## config.mk

```make
export PLATFORM = sky130hd
export DESIGN_NAME = dct_engine_sched_flat
export DESIGN_NICKNAME = d
export VERILOG_FILES = /design/src/rtl/dct_engine_sched_if.sv /design/src/rtl/dct_engine_sched.sv /design/src/flat_wrapper.sv
export SDC_FILE = /design/constraint.sdc
export NUM_CORES = 1
export LEC_CHECK = 0
export ABC_AREA = 1
export BUFFER_PORTS_ARGS = -buffer_cell sky130_fd_sc_hd__buf_2
export CAP_MARGIN = 20
export CELL_PAD_IN_SITES_DETAIL_PLACEMENT = 0
export CELL_PAD_IN_SITES_GLOBAL_PLACEMENT = 1
export CORE_MARGIN = 4
export CORE_UTILIZATION = 30
export DETAILED_ROUTE_END_ITERATION = 16
export GPL_ROUTABILITY_DRIVEN = 0
export PLACE_DENSITY = 0.65
export SLEW_MARGIN = 20
export SYNTH_ARGS = -nofsm -noshare
export SYNTH_HDL_FRONTEND = slang
export SYNTH_SLANG_ARGS = --single-unit
```

## constraint.sdc

```tcl
create_clock -name clk -period 4.1 [get_ports clk]
set_input_delay 0.41 -clock clk [delete_from_list [all_inputs] [get_ports clk]]
set_output_delay 0.41 -clock clk [all_outputs]
set_load 0.02 [all_outputs]
```

## src/rtl/dct_engine_sched_if.sv

```systemverilog
// dct_engine_sched_if
//   Bundles the scheduler's bus toward the block buffer, transpose buffer,
//   1-D DCT engine and coefficient stream.
//   master : the scheduler (drives reads, engine start, writes, emits, errors)
//   slave  : the surrounding datapath / testbench (drives block_full,
//            eng_done, cstrm_ready)
interface dct_engine_sched_if;
  logic       block_full;
  logic       blk_release;
  logic       blk_rd_en;
  logic [2:0] row_sel;
  logic       t_rd_en;
  logic       t_rd_bank;
  logic [2:0] col_sel;
  logic       eng_start;
  logic       eng_src;
  logic       eng_done;
  logic       t_wr_en;
  logic       t_wr_bank;
  logic [2:0] t_wr_row;
  logic       cstrm_ready;
  logic       col_vec_valid;
  logic [2:0] col_vec_idx;
  logic       block_done;
  logic       err_overrun;
  logic       err_timeout;

  modport master (
    input  block_full, eng_done, cstrm_ready,
    output blk_release, blk_rd_en, row_sel, t_rd_en, t_rd_bank, col_sel,
           eng_start, eng_src, t_wr_en, t_wr_bank, t_wr_row,
           col_vec_valid, col_vec_idx, block_done, err_overrun, err_timeout
  );

  modport slave (
    output block_full, eng_done, cstrm_ready,
    input  blk_release, blk_rd_en, row_sel, t_rd_en, t_rd_bank, col_sel,
           eng_start, eng_src, t_wr_en, t_wr_bank, t_wr_row,
           col_vec_valid, col_vec_idx, block_done, err_overrun, err_timeout
  );
endinterface

```

## src/rtl/dct_engine_sched.sv

```systemverilog
// dct_engine_sched
//   Time-shares one 1-D DCT engine between the row pass (block buffer ->
//   transpose bank) and the column pass (transpose bank -> coeff stream),
//   so the row pass of block N+1 overlaps the column pass of block N.
// Ports
//   clk, rst_n : clock, asynchronous active-low reset
//   bus        : dct_engine_sched_if.master (block buffer reads/release,
//                transpose reads/writes, engine start/done, column emit,
//                sticky overrun/timeout errors)
// Every output is a register: an action decided in a cycle shows up on the
// bus in the following cycle. Pulses last one cycle; indices, banks and
// eng_src hold their last value.
module dct_engine_sched #(
  parameter int DONE_TIMEOUT = 64
) (
  input  logic                clk,
  input  logic                rst_n,
  dct_engine_sched_if.master  bus
);
  localparam int TW = $clog2(DONE_TIMEOUT + 1);

  typedef enum logic [1:0] {E_IDLE, E_START, E_WAIT} eng_e;
  typedef enum logic [1:0] {B_EMPTY, B_FILLING, B_FULL, B_DRAINING} bank_e;

  eng_e           st_q, st_d;
  logic [TW-1:0]  tmr_q, tmr_d;
  logic           side_q, side_d;   // job side: 0 row, 1 column
  logic           rr_q, rr_d;       // side granted last

  bank_e          bank_q [2];
  logic           wr_bank_q, rd_bank_q;
  logic           row_act_q, row_pend_q;
  logic [3:0]     r_q;              // next row to run (8 = pass written)
  logic [2:0]     c_q;              // next column to run

  logic           blk_release_q, blk_release_d;
  logic           blk_rd_en_q, blk_rd_en_d;
  logic [2:0]     row_sel_q, row_sel_d;
  logic           t_rd_en_q, t_rd_en_d;
  logic           t_rd_bank_q, t_rd_bank_d;
  logic [2:0]     col_sel_q, col_sel_d;
  logic           eng_start_q, eng_start_d;
  logic           eng_src_q, eng_src_d;
  logic           t_wr_en_q, t_wr_en_d;
  logic           t_wr_bank_q, t_wr_bank_d;
  logic [2:0]     t_wr_row_q, t_wr_row_d;
  logic           col_vec_valid_q, col_vec_valid_d;
  logic [2:0]     col_vec_idx_q, col_vec_idx_d;
  logic           block_done_q, block_done_d;
  logic           err_overrun_q, err_timeout_q;

  logic row_elig, col_elig, gnt_col, col_gnt, row_done, col_done, to_hit;
  logic wr_free, start_pass;

  // A row job exists while the fill bank is still being written; this stays
  // true after blk_release so a timed-out row 7 can be retried.
  assign row_elig = (bank_q[wr_bank_q] == B_FILLING) && !r_q[3];
  assign col_elig = ((bank_q[rd_bank_q] == B_FULL) || (bank_q[rd_bank_q] == B_DRAINING))
                    && bus.cstrm_ready;

  // Fill bank is usable now, or frees this cycle via a column-7 completion.
  assign wr_free    = (bank_q[wr_bank_q] == B_EMPTY) ||
                      (col_done && (c_q == 3'd7) && (rd_bank_q == wr_bank_q));
  assign start_pass = wr_free && (row_pend_q || (bus.block_full && !row_act_q));

  always_comb begin
    st_d            = st_q;
    tmr_d           = tmr_q;
    side_d          = side_q;
    rr_d            = rr_q;
    blk_release_d   = 1'b0;
    blk_rd_en_d     = 1'b0;
    row_sel_d       = row_sel_q;
    t_rd_en_d       = 1'b0;
    t_rd_bank_d     = t_rd_bank_q;
    col_sel_d       = col_sel_q;
    eng_start_d     = 1'b0;
    eng_src_d       = eng_src_q;
    t_wr_en_d       = 1'b0;
    t_wr_bank_d     = t_wr_bank_q;
    t_wr_row_d      = t_wr_row_q;
    col_vec_valid_d = 1'b0;
    col_vec_idx_d   = col_vec_idx_q;
    block_done_d    = 1'b0;
    col_gnt         = 1'b0;
    row_done        = 1'b0;
    col_done        = 1'b0;
    to_hit          = 1'b0;
    gnt_col         = (row_elig && col_elig) ? !rr_q : col_elig;
    case (st_q)
      E_IDLE: begin
        if (row_elig || col_elig) begin
          st_d   = E_START;
          side_d = gnt_col;
          rr_d   = gnt_col;
          if (gnt_col) begin
            col_gnt     = 1'b1;
            t_rd_en_d   = 1'b1;
            t_rd_bank_d = rd_bank_q;
            col_sel_d   = c_q;
          end else begin
            blk_rd_en_d   = 1'b1;
            row_sel_d     = r_q[2:0];
            // row_act_q gate keeps a retried row 7 from releasing twice
            blk_release_d = (r_q == 4'd7) && row_act_q;
          end
        end
      end
      E_START: begin
        eng_start_d = 1'b1;
        eng_src_d   = side_q;
        tmr_d       = '0;
        st_d        = E_WAIT;
      end
      E_WAIT: begin
        if (bus.eng_done) begin
          st_d = E_IDLE;
          if (!side_q) begin
            row_done    = 1'b1;
            t_wr_en_d   = 1'b1;
            t_wr_bank_d = wr_bank_q;
            t_wr_row_d  = r_q[2:0];
          end else begin
            col_done        = 1'b1;
            col_vec_valid_d = 1'b1;
            col_vec_idx_d   = c_q;
            block_done_d    = (c_q == 3'd7);
          end
        end else if (tmr_q == TW'(DONE_TIMEOUT - 1)) begin
          // abandon the job; indices are untouched so it is re-arbitrated
          to_hit = 1'b1;
          st_d   = E_IDLE;
        end else begin
          tmr_d = tmr_q + TW'(1);
        end
      end
      default: st_d = E_IDLE;
    endcase
  end

  always_ff @(posedge clk or negedge rst_n) begin
    if (!rst_n) begin
      st_q            <= E_IDLE;
      tmr_q           <= '0;
      side_q          <= 1'b0;
      rr_q            <= 1'b0;
      blk_release_q   <= 1'b0;
      blk_rd_en_q     <= 1'b0;
      row_sel_q       <= '0;
      t_rd_en_q       <= 1'b0;
      t_rd_bank_q     <= 1'b0;
      col_sel_q       <= '0;
      eng_start_q     <= 1'b0;
      eng_src_q       <= 1'b0;
      t_wr_en_q       <= 1'b0;
      t_wr_bank_q     <= 1'b0;
      t_wr_row_q      <= '0;
      col_vec_valid_q <= 1'b0;
      col_vec_idx_q   <= '0;
      block_done_q    <= 1'b0;
      err_timeout_q   <= 1'b0;
    end else begin
      st_q            <= st_d;
      tmr_q           <= tmr_d;
      side_q          <= side_d;
      rr_q            <= rr_d;
      blk_release_q   <= blk_release_d;
      blk_rd_en_q     <= blk_rd_en_d;
      row_sel_q       <= row_sel_d;
      t_rd_en_q       <= t_rd_en_d;
      t_rd_bank_q     <= t_rd_bank_d;
      col_sel_q       <= col_sel_d;
      eng_start_q     <= eng_start_d;
      eng_src_q       <= eng_src_d;
      t_wr_en_q       <= t_wr_en_d;
      t_wr_bank_q     <= t_wr_bank_d;
      t_wr_row_q      <= t_wr_row_d;
      col_vec_valid_q <= col_vec_valid_d;
      col_vec_idx_q   <= col_vec_idx_d;
      block_done_q    <= block_done_d;
      err_timeout_q   <= err_timeout_q | to_hit;
    end
  end

  // Bank bookkeeping and row-side admission. Statement order matters:
  // a bank emptied by column 7 may be re-claimed as FILLING in the same cycle.
  always_ff @(posedge clk or negedge rst_n) begin
    if (!rst_n) begin
      bank_q[0]     <= B_EMPTY;
      bank_q[1]     <= B_EMPTY;
      wr_bank_q     <= 1'b0;
      rd_bank_q     <= 1'b0;
      row_act_q     <= 1'b0;
      row_pend_q    <= 1'b0;
      r_q           <= '0;
      c_q           <= '0;
      err_overrun_q <= 1'b0;
    end else begin
      // the pass counts as active through the cycle blk_release is visible
      if (blk_release_q) row_act_q <= 1'b0;
      if (bus.block_full) begin
        if (row_act_q || row_pend_q) err_overrun_q <= 1'b1;
        else if (!wr_free)           row_pend_q    <= 1'b1;
      end
      if (col_gnt && (c_q == 3'd0)) bank_q[rd_bank_q] <= B_DRAINING;
      if (row_done) begin
        r_q <= r_q + 4'd1;
        if (r_q == 4'd7) begin
          bank_q[wr_bank_q] <= B_FULL;
          wr_bank_q         <= ~wr_bank_q;
        end
      end
      if (col_done) begin
        c_q <= c_q + 3'd1;
        if (c_q == 3'd7) begin
          bank_q[rd_bank_q] <= B_EMPTY;
          rd_bank_q         <= ~rd_bank_q;
        end
      end
      if (start_pass) begin
        row_act_q         <= 1'b1;
        row_pend_q        <= 1'b0;
        r_q               <= '0;
        bank_q[wr_bank_q] <= B_FILLING;
      end
    end
  end

  assign bus.blk_release   = blk_release_q;
  assign bus.blk_rd_en     = blk_rd_en_q;
  assign bus.row_sel       = row_sel_q;
  assign bus.t_rd_en       = t_rd_en_q;
  assign bus.t_rd_bank     = t_rd_bank_q;
  assign bus.col_sel       = col_sel_q;
  assign bus.eng_start     = eng_start_q;
  assign bus.eng_src       = eng_src_q;
  assign bus.t_wr_en       = t_wr_en_q;
  assign bus.t_wr_bank     = t_wr_bank_q;
  assign bus.t_wr_row      = t_wr_row_q;
  assign bus.col_vec_valid = col_vec_valid_q;
  assign bus.col_vec_idx   = col_vec_idx_q;
  assign bus.block_done    = block_done_q;
  assign bus.err_overrun   = err_overrun_q;
  assign bus.err_timeout   = err_timeout_q;
endmodule

```

## src/flat_wrapper.sv

```systemverilog
// flat-port wrapper written by rule: the top's interface ports become plain ports
module dct_engine_sched_flat 
#(
  parameter int DONE_TIMEOUT = 64
)
  (clk, rst_n, bus_block_full, bus_eng_done, bus_cstrm_ready, bus_blk_release, bus_blk_rd_en, bus_row_sel, bus_t_rd_en, bus_t_rd_bank, bus_col_sel, bus_eng_start, bus_eng_src, bus_t_wr_en, bus_t_wr_bank, bus_t_wr_row, bus_col_vec_valid, bus_col_vec_idx, bus_block_done, bus_err_overrun, bus_err_timeout);
  dct_engine_sched_if bus_i ();
  input  logic clk;
  input  logic rst_n;
  input wire logic [$bits(bus_i.block_full)-1:0] bus_block_full;
  input wire logic [$bits(bus_i.eng_done)-1:0] bus_eng_done;
  input wire logic [$bits(bus_i.cstrm_ready)-1:0] bus_cstrm_ready;
  output wire logic [$bits(bus_i.blk_release)-1:0] bus_blk_release;
  output wire logic [$bits(bus_i.blk_rd_en)-1:0] bus_blk_rd_en;
  output wire logic [$bits(bus_i.row_sel)-1:0] bus_row_sel;
  output wire logic [$bits(bus_i.t_rd_en)-1:0] bus_t_rd_en;
  output wire logic [$bits(bus_i.t_rd_bank)-1:0] bus_t_rd_bank;
  output wire logic [$bits(bus_i.col_sel)-1:0] bus_col_sel;
  output wire logic [$bits(bus_i.eng_start)-1:0] bus_eng_start;
  output wire logic [$bits(bus_i.eng_src)-1:0] bus_eng_src;
  output wire logic [$bits(bus_i.t_wr_en)-1:0] bus_t_wr_en;
  output wire logic [$bits(bus_i.t_wr_bank)-1:0] bus_t_wr_bank;
  output wire logic [$bits(bus_i.t_wr_row)-1:0] bus_t_wr_row;
  output wire logic [$bits(bus_i.col_vec_valid)-1:0] bus_col_vec_valid;
  output wire logic [$bits(bus_i.col_vec_idx)-1:0] bus_col_vec_idx;
  output wire logic [$bits(bus_i.block_done)-1:0] bus_block_done;
  output wire logic [$bits(bus_i.err_overrun)-1:0] bus_err_overrun;
  output wire logic [$bits(bus_i.err_timeout)-1:0] bus_err_timeout;
  assign bus_i.block_full = bus_block_full;
  assign bus_i.eng_done = bus_eng_done;
  assign bus_i.cstrm_ready = bus_cstrm_ready;
  assign bus_blk_release = bus_i.blk_release;
  assign bus_blk_rd_en = bus_i.blk_rd_en;
  assign bus_row_sel = bus_i.row_sel;
  assign bus_t_rd_en = bus_i.t_rd_en;
  assign bus_t_rd_bank = bus_i.t_rd_bank;
  assign bus_col_sel = bus_i.col_sel;
  assign bus_eng_start = bus_i.eng_start;
  assign bus_eng_src = bus_i.eng_src;
  assign bus_t_wr_en = bus_i.t_wr_en;
  assign bus_t_wr_bank = bus_i.t_wr_bank;
  assign bus_t_wr_row = bus_i.t_wr_row;
  assign bus_col_vec_valid = bus_i.col_vec_valid;
  assign bus_col_vec_idx = bus_i.col_vec_idx;
  assign bus_block_done = bus_i.block_done;
  assign bus_err_overrun = bus_i.err_overrun;
  assign bus_err_timeout = bus_i.err_timeout;
  dct_engine_sched #(.DONE_TIMEOUT(DONE_TIMEOUT)) u_core (.clk(clk), .rst_n(rst_n), .bus(bus_i));
endmodule
```

Word-level counts from Yosys, hierarchy flattened:

Cells that the tools add are included.

* equal/unequal tests: 15
* mux-type cells: 54
* reductions and logical operators: 37
* magnitude comparators: 4
* bitwise logic cells: 16
* add/subtract/negate cells: 3

Operators with widths (number)
* $mux W4: 8
* $mux W1: 29
* $mux W2: 11
* $reduce_and A3 Y1: 6
* $mux W7: 2
* $pmux W7 S2: 1
* $logic_and A1 B1 Y1: 11
* $reduce_and A2 Y1: 5
* $reduce_bool A2 Y1: 4
* $add A7 B1 Y7 const B: 1
* $eq A7 B6 Y1 const B: 1
* $eq A2 B2 Y1 const B: 3
* $ne A2 B2 Y1 const B: 3
* $pmux W2 S3: 1
* $logic_or A1 B1 Y1: 5
* $add A4 B1 Y4 const B: 1
* $and A2 B2 Y2: 2
* $and A4 B4 Y4: 1
* $demux W2 S1: 2
* $eq A2 B1 Y1 const B: 2
* $eq A4 B3 Y1 const B: 1
* $ge A2 B2 Y1 const B: 2
* $logic_not A2 Y1: 2
* $lt A2 B1 Y1 const B: 2
* 14 further kinds: 23

* word-level logic and storage cells: 156
* register bits: 49
* input port bits: 5
* output and inout port bits: 24

Longest topological paths before layout:

Gate-level depths: netlist (run 1).

* depth in word-level cells: 22
* depth in mapped cells: 12

Worst setup path after synthesis (run 1):

Ideal clock, no wire load.

* path kind: flip-flop to flip-flop
* start point: register u_core.tmr_q[0]
* end point: register u_core.tmr_q[3]
* period minus slack after synthesis: 1379 ps
* path buffers: 0
* setup slack: 2721 ps
* stages on the path, launching flop included: 10
* arrival time: 1255 ps
* cell sequence: dfrtp_1 ha_1 nand3_1 nor2_2 nand2_1 nand2_2 nand2_2 nand2_1 o21ai_0 a21oi_1

* longest elaborated chain between the ends: 4
* elaborated cells between the ends (all ways): 7

RTL lines
* start: declaration: line dct_engine_sched.sv:26 `logic [TW-1:0] tmr_q, tmr_d;`
* start signal: assignment: line dct_engine_sched.sv:164 `tmr_q <= tmr_d;`
* $add A7 B1 Y7: line dct_engine_sched.sv:134 `tmr_d = tmr_q + TW'(1);`
* $mux W7: line dct_engine_sched.sv:129 `end else if (tmr_q == TW'(DONE_TIMEOUT - 1)) begin`
* $mux W7: line dct_engine_sched.sv:116 `if (bus.eng_done) begin`
* $pmux W7 S2: line dct_engine_sched.sv:90 `case (st_q)`

Several ways; a longest one is shown, not always the timed one. The select of a mux whose other input is x is not followed.
A chain may end at the register's enable or synchronous reset.

Worst setup path in the final report (run 1):

* start point: register u_core.st_q[0]
* end point: register u_core.bank_q[3] (netlist name)

* longest elaborated chain between the ends: 12
* elaborated cells between the ends (all ways): 19

RTL lines
* start: declaration: line dct_engine_sched.sv:25 `eng_e st_q, st_d;`
* start signal: assignment: line dct_engine_sched.sv:163 `st_q <= st_d;`
* $logic_not A2 Y1: line dct_engine_sched.sv:90
* $mux W1: line dct_engine_sched.sv:90
* $logic_and A1 B1 Y1: line dct_engine_sched.sv:205 `if (col_gnt && (c_q == 3'd0)) bank_q[rd_bank_q] <= B_DRAINING;`
* $mux W4: line dct_engine_sched.sv:205
* $or A2 B2 Y2 (no line)
* $mux W4: line dct_engine_sched.sv:208 `if (r_q == 4'd7) begin`
* $mux W4: line dct_engine_sched.sv:206 `if (row_done) begin`
* $and A4 B4 Y4 (no line)
* $mux W4: line dct_engine_sched.sv:215 `if (c_q == 3'd7) begin`
* $mux W4: line dct_engine_sched.sv:213 `if (col_done) begin`
* $and A2 B2 Y2 (no line)
* $mux W4 *: line dct_engine_sched.sv:220 `if (start_pass) begin`
* end: declaration: line dct_engine_sched.sv:30 `bank_e bank_q [2];`

Mark *: on every way between the ends. The rest lies on a longest branch, timed or not.

==> metrics.md, run 1 <==
| Metric | Value |
|---|---|
| Synth Instances | `237` |
| Max Slew Vio Count | `0` |
| Worst r2r dst | `u_core.bank_q[3]` |
| Most used cell, CP | `nand2_1` |
| Flop2flop setup slack | `2.24 ns` |
| Top_reg_cell synth | `dfrtp_1` |
| Die area | `8620 sq um` |
| Synthesized cell area | `2160 sq um` |
| Avg Cell Area, Syn | `9.11 sq um` |
| P&R area growth vs syn | `17.4%` |
| Die X | `92.8 um` |
| Iter 0 DRT Violations | `62` |
| Distinct cells, synth | `28` |
| Worst vdd ir | `0.000194 V` |
| Final Instance Area | `2530 sq um` |
| Worst-path clk slew | `0.09 ns` |
| First-pass GRT wire length | `7560 um` |
| Most frequent cells after synthesis | `nand2_1, dfrtp_1, inv_1` |
| FMAX | `0.538 GHz` |
| Core footprint | `6910 sq um` |
| Total number of yosys warnings | `0` |
| Slew @ Worst Pin | `0.608 ns` |
| Post_cts resized | `0` |
| Slowest cell on the critical path | `dfrtp_1` |
| RSZ-0062 raised after global routing | `false` |
| TritonRoute pass-1 iters | `4` |
| Fin crit period | `1.86 ns` |
| Number of global-route vias before repair | `1,600` |
| Top post-synthesis cells by area | `dfrtp_1, nand2_1, inv_1` |
| Crit path kind | `register to register` |
| WL per Instance | `11.5 um` |
| Largest net degree at the start of global routing | `50` |
| Final #Nets | `281` |
| DP HPWL | `3140 um` |
| Synth area leader | `dfrtp_1` |
| Port bufs | `28` |
| Starting Density | `31.3%` |
| Die Y | `92.8 um` |
| Launch point of the worst reg-to-reg path | `u_core.st_q[0]` |
| Synth top area share | `56.8%` |
| CP max FO | `11` |
| Slew headroom | `59.4%` |
| Final setup viols | `0` |
| Worst clock skew | `0.00718 ns` |
| Fin. Hold Viols | `0` |
| Worst skew pair latency | `0.30 ns` |
| Vias per inst | `4.31` |
| Power, Total | `1.85 mW` |
| Max incr delay on CP | `0.38 ns` |
| Layout cell share with drive strength beyond 1 | `22.1%` |
| R2R cell count | `12` |
| Num Clock Sinks | `49` |
| Worst Hold Class | `input port to asynchronous set/reset pin` |
| CTS tree | `built` |
| Status | `finished clean` |
| Max-cap viol count | `0` |
| Yosys reg bits | `49` |
| CTS Buf Count | `5` |
| Max H-tree Level | `2` |
| Worst EP required | `4.29 ns` |
| Root Buffer | `clkbuf_8` |
| Routed wire length | `4240 um` |
| CP Launch Point | `u_core.st_q[0]` |
| FP Rows | `30` |
| Crit-path cells | `inv_1 -> nand2_2 -> inv_2 -> nand3_1 -> nor2_2 -> nand2_1 -> nand2_1 -> nand2_2 -> inv_2 -> nand2_1 -> nand2_1 -> nor2_1` |
| Power Density | `729 nW/um^2` |
| Setup tns final | `0 ns` |
| Total gr overflow | `0` |
| Post-place instance area | `2420 sq um` |
| Net Count, Synth | `247` |
| Critical Path Start Type | `register` |
| Nature of the critical path endpoint | `register` |
| Crit share post-route | `45.3%` |
| Antenna-violating nets left | `0` |
| Total GRT Usage | `11.0%` |
| Reg area | `1230 sq um` |
| Antenna violations before repair | `0` |
| CTS Buffer Depth | `2` |
| DR vias | `1,585` |
| Post-CTS Setup Repair Bufs | `0` |
| Antenna cells | `0` |
| Register area share after synthesis | `56.8%` |
| Top Ports | `29` |
| Static Leak | `1.29 nW` |
| Fillers | `746` |
| DRC | `0` |
| Async set-reset flop share out of synthesis | `100%` |
| Arr. time, crit path | `2.05 ns` |
| Area occupied by multi-input gates | `786 sq um` |
| Most frequent cell after synthesis | `nand2_1` |
| Post-synth EDFFs | `0` |
| Hold_buf cts | `0` |
-- kinds of logic (layout without fill, tap and decap cells) --
| family | Yosys count | in the layout | share of synthesized area [%] |
|---|---|---|---|
| and+or+nand+nor | 100 | 100 | 21.4 |
| DFF | 49 | 49 | 56.8 |
| AOI/OAI and AO/OA | 40 | 40 | 10.5 |
| buffers and inverters | 39 | 74 | 6.84 |
| adders and majority gates | 5 | 5 | 2.90 |
| xor gates and xnor gates | 4 | 4 | 1.62 |
-- layer usage --
| metal | part of all wire (%) | track usage, % | wire length, um | vias up |
|---|---|---|---|---|
| met3 | 4.1 | 2.84 | 174 | 6 |
| met1 | 48 | 14.7 | 2060 | 730 |
| li1 | - | - | - | 825 |
| met2 | 46 | 17.2 | 1940 | 24 |
| met5 | 0 | 0 | 0 | - |
| met4 | 1.7 | 3.66 | 71 | 0 |
-- through the flow --
step	setup slack [ns]	hold slack, ns	std cells	util, %
finish	2.24	0.203	368	36.7
global route	2.05	0.275	368	36.7
CTS	2.22	0.234	368	36.7
detailed placement	2.24	0.444	360	35.0
global placement	2.24	0.441	360	35.0
floorplan	2.72	0.114	237	-
-- sequential cells by signal, summed over array words and instances (netlist names), 2 cells and up --
name	flops
u_core.r_q	4
u_core.bus.t_wr_row	3
u_core.bus.col_sel	3
u_core.bank_q	4
u_core.c_q	3
u_core.bus.col_vec_idx	3
u_core.st_q	2
u_core.tmr_q	7
u_core.bus.row_sel	3
-- power by group --
group | switching, mW | internal (mW)
registers | 0.112 | 0.652
logic | 0.492 | 0.238
clock network | 0.155 | 0.199
-- worst max-delay path: cells and delay by family (launching register included) --
| family | cells | cell delay, ns |
|---|---|---|
| AND/OR/NAND/NOR | 9 | 1.12 |
| flip-flops | 1 | 0.38 |
| buffers and inverters | 3 | 0.24 |
-- cell usage in the layout (no fill, tap or decap), drive strengths merged --
master / netlist / final
inv: 37 / 37
a31o: 1 / 1
a211oi: 1 / 1
bufinv: 0 / 1
dfrtp: 49 / 49
a21oi: 8 / 8
nand3: 13 / 13
nand4: 2 / 2
a31oi: 1 / 1
ha: 5 / 5
xnor2: 1 / 1
o21ai: 29 / 29
nand2: 59 / 59
buf: 1 / 29
clkbuf: 1 / 7
nor3: 4 / 4
xor2: 3 / 3
nor3b: 1 / 1
nor2: 21 / 21
-- area by class of cell --
class                           instances  area share, %
Sequential cell                        49           48.4
Multi-Input combinational cell        149           31.0
Timing Repair Buffer                   29           5.82
Inverter                               37           5.48
Tap cell                               96           4.74
Clock buffer                            7           3.41
Clock inverter                          1           1.18
-- how the worst max path moves through the flow --
stage / end / slack, ns / cells after the start
2_1_floorplan: u_core.tmr_q[3] / 2.72 / 9
3_3_place_gp: u_core.bank_q[3] / 2.24 / 12
3_5_place_dp: u_core.bank_q[3] / 2.24 / 12
4_1_cts: u_core.bank_q[3] / 2.22 / 12
5_1_grt: u_core.bank_q[3] / 2.05 / 12
6_report: u_core.bank_q[3] / 2.24 / 12
No activity file was read; power rests on OpenSTA's default activity.
==> inputs of run 2 (changes only) <==
ABC_AREA = 0   (was 1)
clock period = 1.5 ns   (was 4.1 ns; I/O delays follow)
==> metrics.md, run 2 <==
| Metric | Value |
|---|---|
| Failing checks | `negative setup slack` |
| Vias per inst | `4.67 (+8.4%)` |
| Grt peak-use layer | `met1` |
| Post-synthesis compound-gate area fraction | `11.6% (+1.1 points)` |
| Starting Density | `31.6% (+0.33 points)` |
| CP Launch Point | `u_core.wr_bank_q` |
| Fin crit period | `1.69 ns (-0.171 ns)` |
| GRT met3 Usage | `2.32% (-0.52 points)` |
| Worst clock skew | `0.00992 ns (+0.00274 ns)` |
| Simple-gate share of the synthesized area | `14.5% (-6.9 points)` |
| Root Buffer | `clkbuf_8` |
| Crit path to | `u_core.bus.row_sel[1]` |
| Iter 0 DRT Violations | `58 (-6.5%)` |
| Net Count, Synth | `194 (-21%)` |
| CP bufs+invs | `0 (-3)` |
| Crit path kind | `register to register` |
| Avg Cell Area, Syn | `12.0 sq um (+32%)` |
| Arr. time, crit path | `1.87 ns (-0.18 ns)` |
| Launch point of the worst reg-to-reg path | `u_core.wr_bank_q` |
| Layout cell share with drive strength beyond 1 | `48.9% (+27 points)` |
| Static Leak | `1.48 nW (+15%)` |
| Largest regs | `u_core.tmr_q: 7 flops, u_core.bank_q: 4 flops, u_core.r_q: 4 flops` |
| Most frequent cell after synthesis | `dfrtp_1` |
| Worst EP required | `1.69 ns (-2.60 ns)` |
| Crit-path cells | `or3b_4 -> a21oi_4 -> o211a_4 -> mux2_4` |
| Max reg flops | `7 (unchanged)` |
| Num Clock Sinks | `49 (unchanged)` |
| Crit share post-route | `112% (+67 points)` |
| WL per Instance | `13.8 um (+20%)` |
| Max H-tree Level | `2 (unchanged)` |
| Port bufs | `28 (unchanged)` |
| Die area | `8790 sq um (+2.0%)` |
| Top Ports | `29 (unchanged)` |
| Antenna cells | `0 (unchanged)` |
| Max incr delay on CP | `0.40 ns (+0.02 ns)` |
| DRC | `0 (unchanged)` |
| Number of global-route vias before repair | `1,662 (+3.9%)` |
| Leading cell types in the layout, fill and taps excluded | `dfrtp_1, buf_4, buf_2, nand2_1, mux2_2` |
| Fin. Hold Viols | `0 (unchanged)` |
| FMAX | `0.593 GHz (+10%)` |
| DP HPWL | `3480 um (+11%)` |
| Worst-path clk slew | `0.09 ns (about the same)` |
| Mux cell area share after synthesis | `9.25% (+9.2 points)` |
| Stages on worst setup path | `4 (-8)` |
| Final setup viols | `11 (+11)` |
| Total number of yosys warnings | `0 (unchanged)` |
| Status | `finished, violations left` |
| Adder-cell share of the synthesized area | `2.84% (-0.061 points)` |
| Total gr overflow | `0 (unchanged)` |
| Top delay family on crit path | `compound AO/OA/AOI/OAI gates` |
| CP max FO | `4 (-7)` |
| First-pass GRT wire length | `8150 um (+7.7%)` |
| Commonest non-fill, non-tap cell in the layout | `dfrtp_1` |
| TritonRoute pass-1 iters | `4 (unchanged)` |
| Most flops, register | `u_core.tmr_q` |
| Setup WS post-layout | `-0.187 ns (-2.43 ns)` |
| Slew @ Worst Pin | `0.351 ns (-0.258 ns)` |
| Synth area leader | `dfrtp_1` |
| Power Density | `1440 nW/um^2 (+98%)` |
| Antenna-violating nets left | `0 (unchanged)` |
| Post-synth EDFFs | `0 (unchanged)` |
| RSZ-0062 raised after global routing | `true` |
| CTS tree | `built` |
| FP Rows | `30 (unchanged)` |
| Power, Total | `4.44 mW (+140%)` |
| Worst slack, placed | `-0.289 ns (-2.53 ns)` |
| Worst r2r dst | `u_core.bus.row_sel[1]` |
| DR vias | `1,672 (+5.5%)` |
| Most frequent cells after synthesis | `dfrtp_1, mux2_2, nand2_1` |
| Fillers | `699 (-6.3%)` |
| CTS Buf Count | `5 (unchanged)` |
| Synth Instances | `184 (-22%)` |
| Core footprint | `6980 sq um (+1.1%)` |
| Xor/xnor share of the synthesized area | `2.38% (+0.76 points)` |
| Final hold slack | `0.100 ns (-0.103 ns)` |
| Yosys reg bits | `49 (unchanged)` |
| Max-cap viol count | `0 (unchanged)` |
| CTS Buffer Depth | `2 (unchanged)` |
| Die Y | `93.8 um (+0.97%)` |
| Synthesized cell area | `2210 sq um (+2.1%)` |
| Largest net degree at the start of global routing | `50 (unchanged)` |
| Setup tns final | `-1.69 ns (-1.69 ns)` |
| Worst skew pair latency | `0.31 ns (about the same)` |
| Top_reg_cell synth | `dfrtp_1` |
| Critical Path Start Type | `register` |
| Die X | `93.8 um (+0.97%)` |
| Grt met2 use | `17.0% (-0.13 points)` |
| Slew headroom | `76.3% (+17 points)` |
| P&R area growth vs syn | `39.5%` |
| Top post-synthesis cells by area | `dfrtp_1, mux2_2, ha_1` |
| Async set-reset flop share out of synthesis | `100% (unchanged)` |
| R2R cell count | `4 (-8)` |
| Slowest cell on the critical path | `dfrtp_1` |
| Routed wire length | `4940 um (+16%)` |
| Met1 global-route usage | `17.1% (+2.4 points)` |
| Register area share after synthesis | `55.6% (-1.2 points)` |
| Flop2flop setup slack | `-0.19 ns (-2.43 ns)` |
| Distinct cells, synth | `52 (+86%)` |
| Antenna violations before repair | `0 (unchanged)` |
| Final #Nets | `271 (-3.6%)` |
| Largest family of logic cells by synthesized area | `simple AND/OR/NAND/NOR gates` |
| Nature of the critical path endpoint | `register` |
| Area occupied by multi-input gates | `1020 sq um (+30%)` |
| Worst Hold Class | `input port to register` |
| Max Slew Vio Count | `0 (unchanged)` |
| Worst vdd ir | `0.000728 V (+280%)` |
| Reg area | `1230 sq um (+0.10%)` |
| Total GRT Usage | `11.8% (+0.85 points)` |
| Synth top area share | `55.6% (-1.2 points)` |
[run 2: cell types whose count changed after synthesis, sizes merged, moves of 4 or more]
cell	change
nand2	-45
buf	+4
mux2	+16
o21ai	-25
nand3	-7
inv	-26
nor2	-13
[run 2: what timing repair did]
| action | 4_1_cts | 5_1_grt |
|---|---|---|
| hold endpoints to repair | 49 | 0 |
| setup endpoints to repair | 15 | 23 |
| resized for setup | 13 | 22 |
| pin swaps | 5 | 7 |
| hold buffers | 1 | 0 |
| buffers inserted | 2 | 7 |
| gates cloned | 0 | 0 |
[run 2: worst min path at each step]
| stage | start | to | cells past startpoint |
|---|---|---|---|
| final | bus_block_full | u_core.bus.err_overrun | 3 |
| after global routing | bus_block_full | u_core.bus.err_overrun | 3 |
| after CTS | bus_block_full | u_core.bus.err_overrun | 3 |
| after detailed placement | rst_n | u_core.bus.eng_start | 2 |
| after global placement | rst_n | u_core.bus.eng_start | 2 |
| after floorplan | rst_n | u_core.bank_q[0] | 0 |
[run 2: report_power, final]
part	switching (mW)	total (mW)	internal (mW)	leakage, nW
logic	0.826	1.65	0.823	0.794
registers	0.169	1.81	1.64	0.629
clock network	0.433	0.977	0.544	0.0585
total	1.43	4.44	3.01	1.48
[run 2: metrics by stage]
stage	util (%)	std cells	cell area, sq um
3_3_place_gp	39.3	341	2750
5_1_grt	44.1	358	3080
6_report	44.1	358	3080
4_1_cts	42.2	352	2950
2_1_floorplan	-	184	2210
3_5_place_dp	39.3	341	2750
[run 2: layer usage]
| layer | wire [um] | share of wire, % |
|---|---|---|
| met4 | 71 | 1.4 |
| met1 | 2460 | 50 |
| met3 | 171 | 3.5 |
| met2 | 2230 | 45 |
| met5 | 0 | 0 |
[run 2: final cells by class]
class | count | area share (%)
clock buffers | 7 | 2.81
clock inverters | 1 | 0.976
inverters | 11 | 1.34
multi-input cells | 116 | 33.2
flip-flops and latches | 49 | 39.9
well taps | 96 | 3.90
repair buffers | 78 | 17.9
[run 2: cell families after synthesis]
| family | after synthesis |
|---|---|
| flops | 49 |
| xor+xnor | 6 |
| compound gates | 33 |
| mux | 18 |
| buf+inv | 19 |
| fa+ha+maj | 5 |
| simple gates | 54 |
[run 2: worst min-delay path, stage by stage]
cell	delay (ns)
buf_2	0.09
o21ai_0	0.07
nand2b_1	0.06
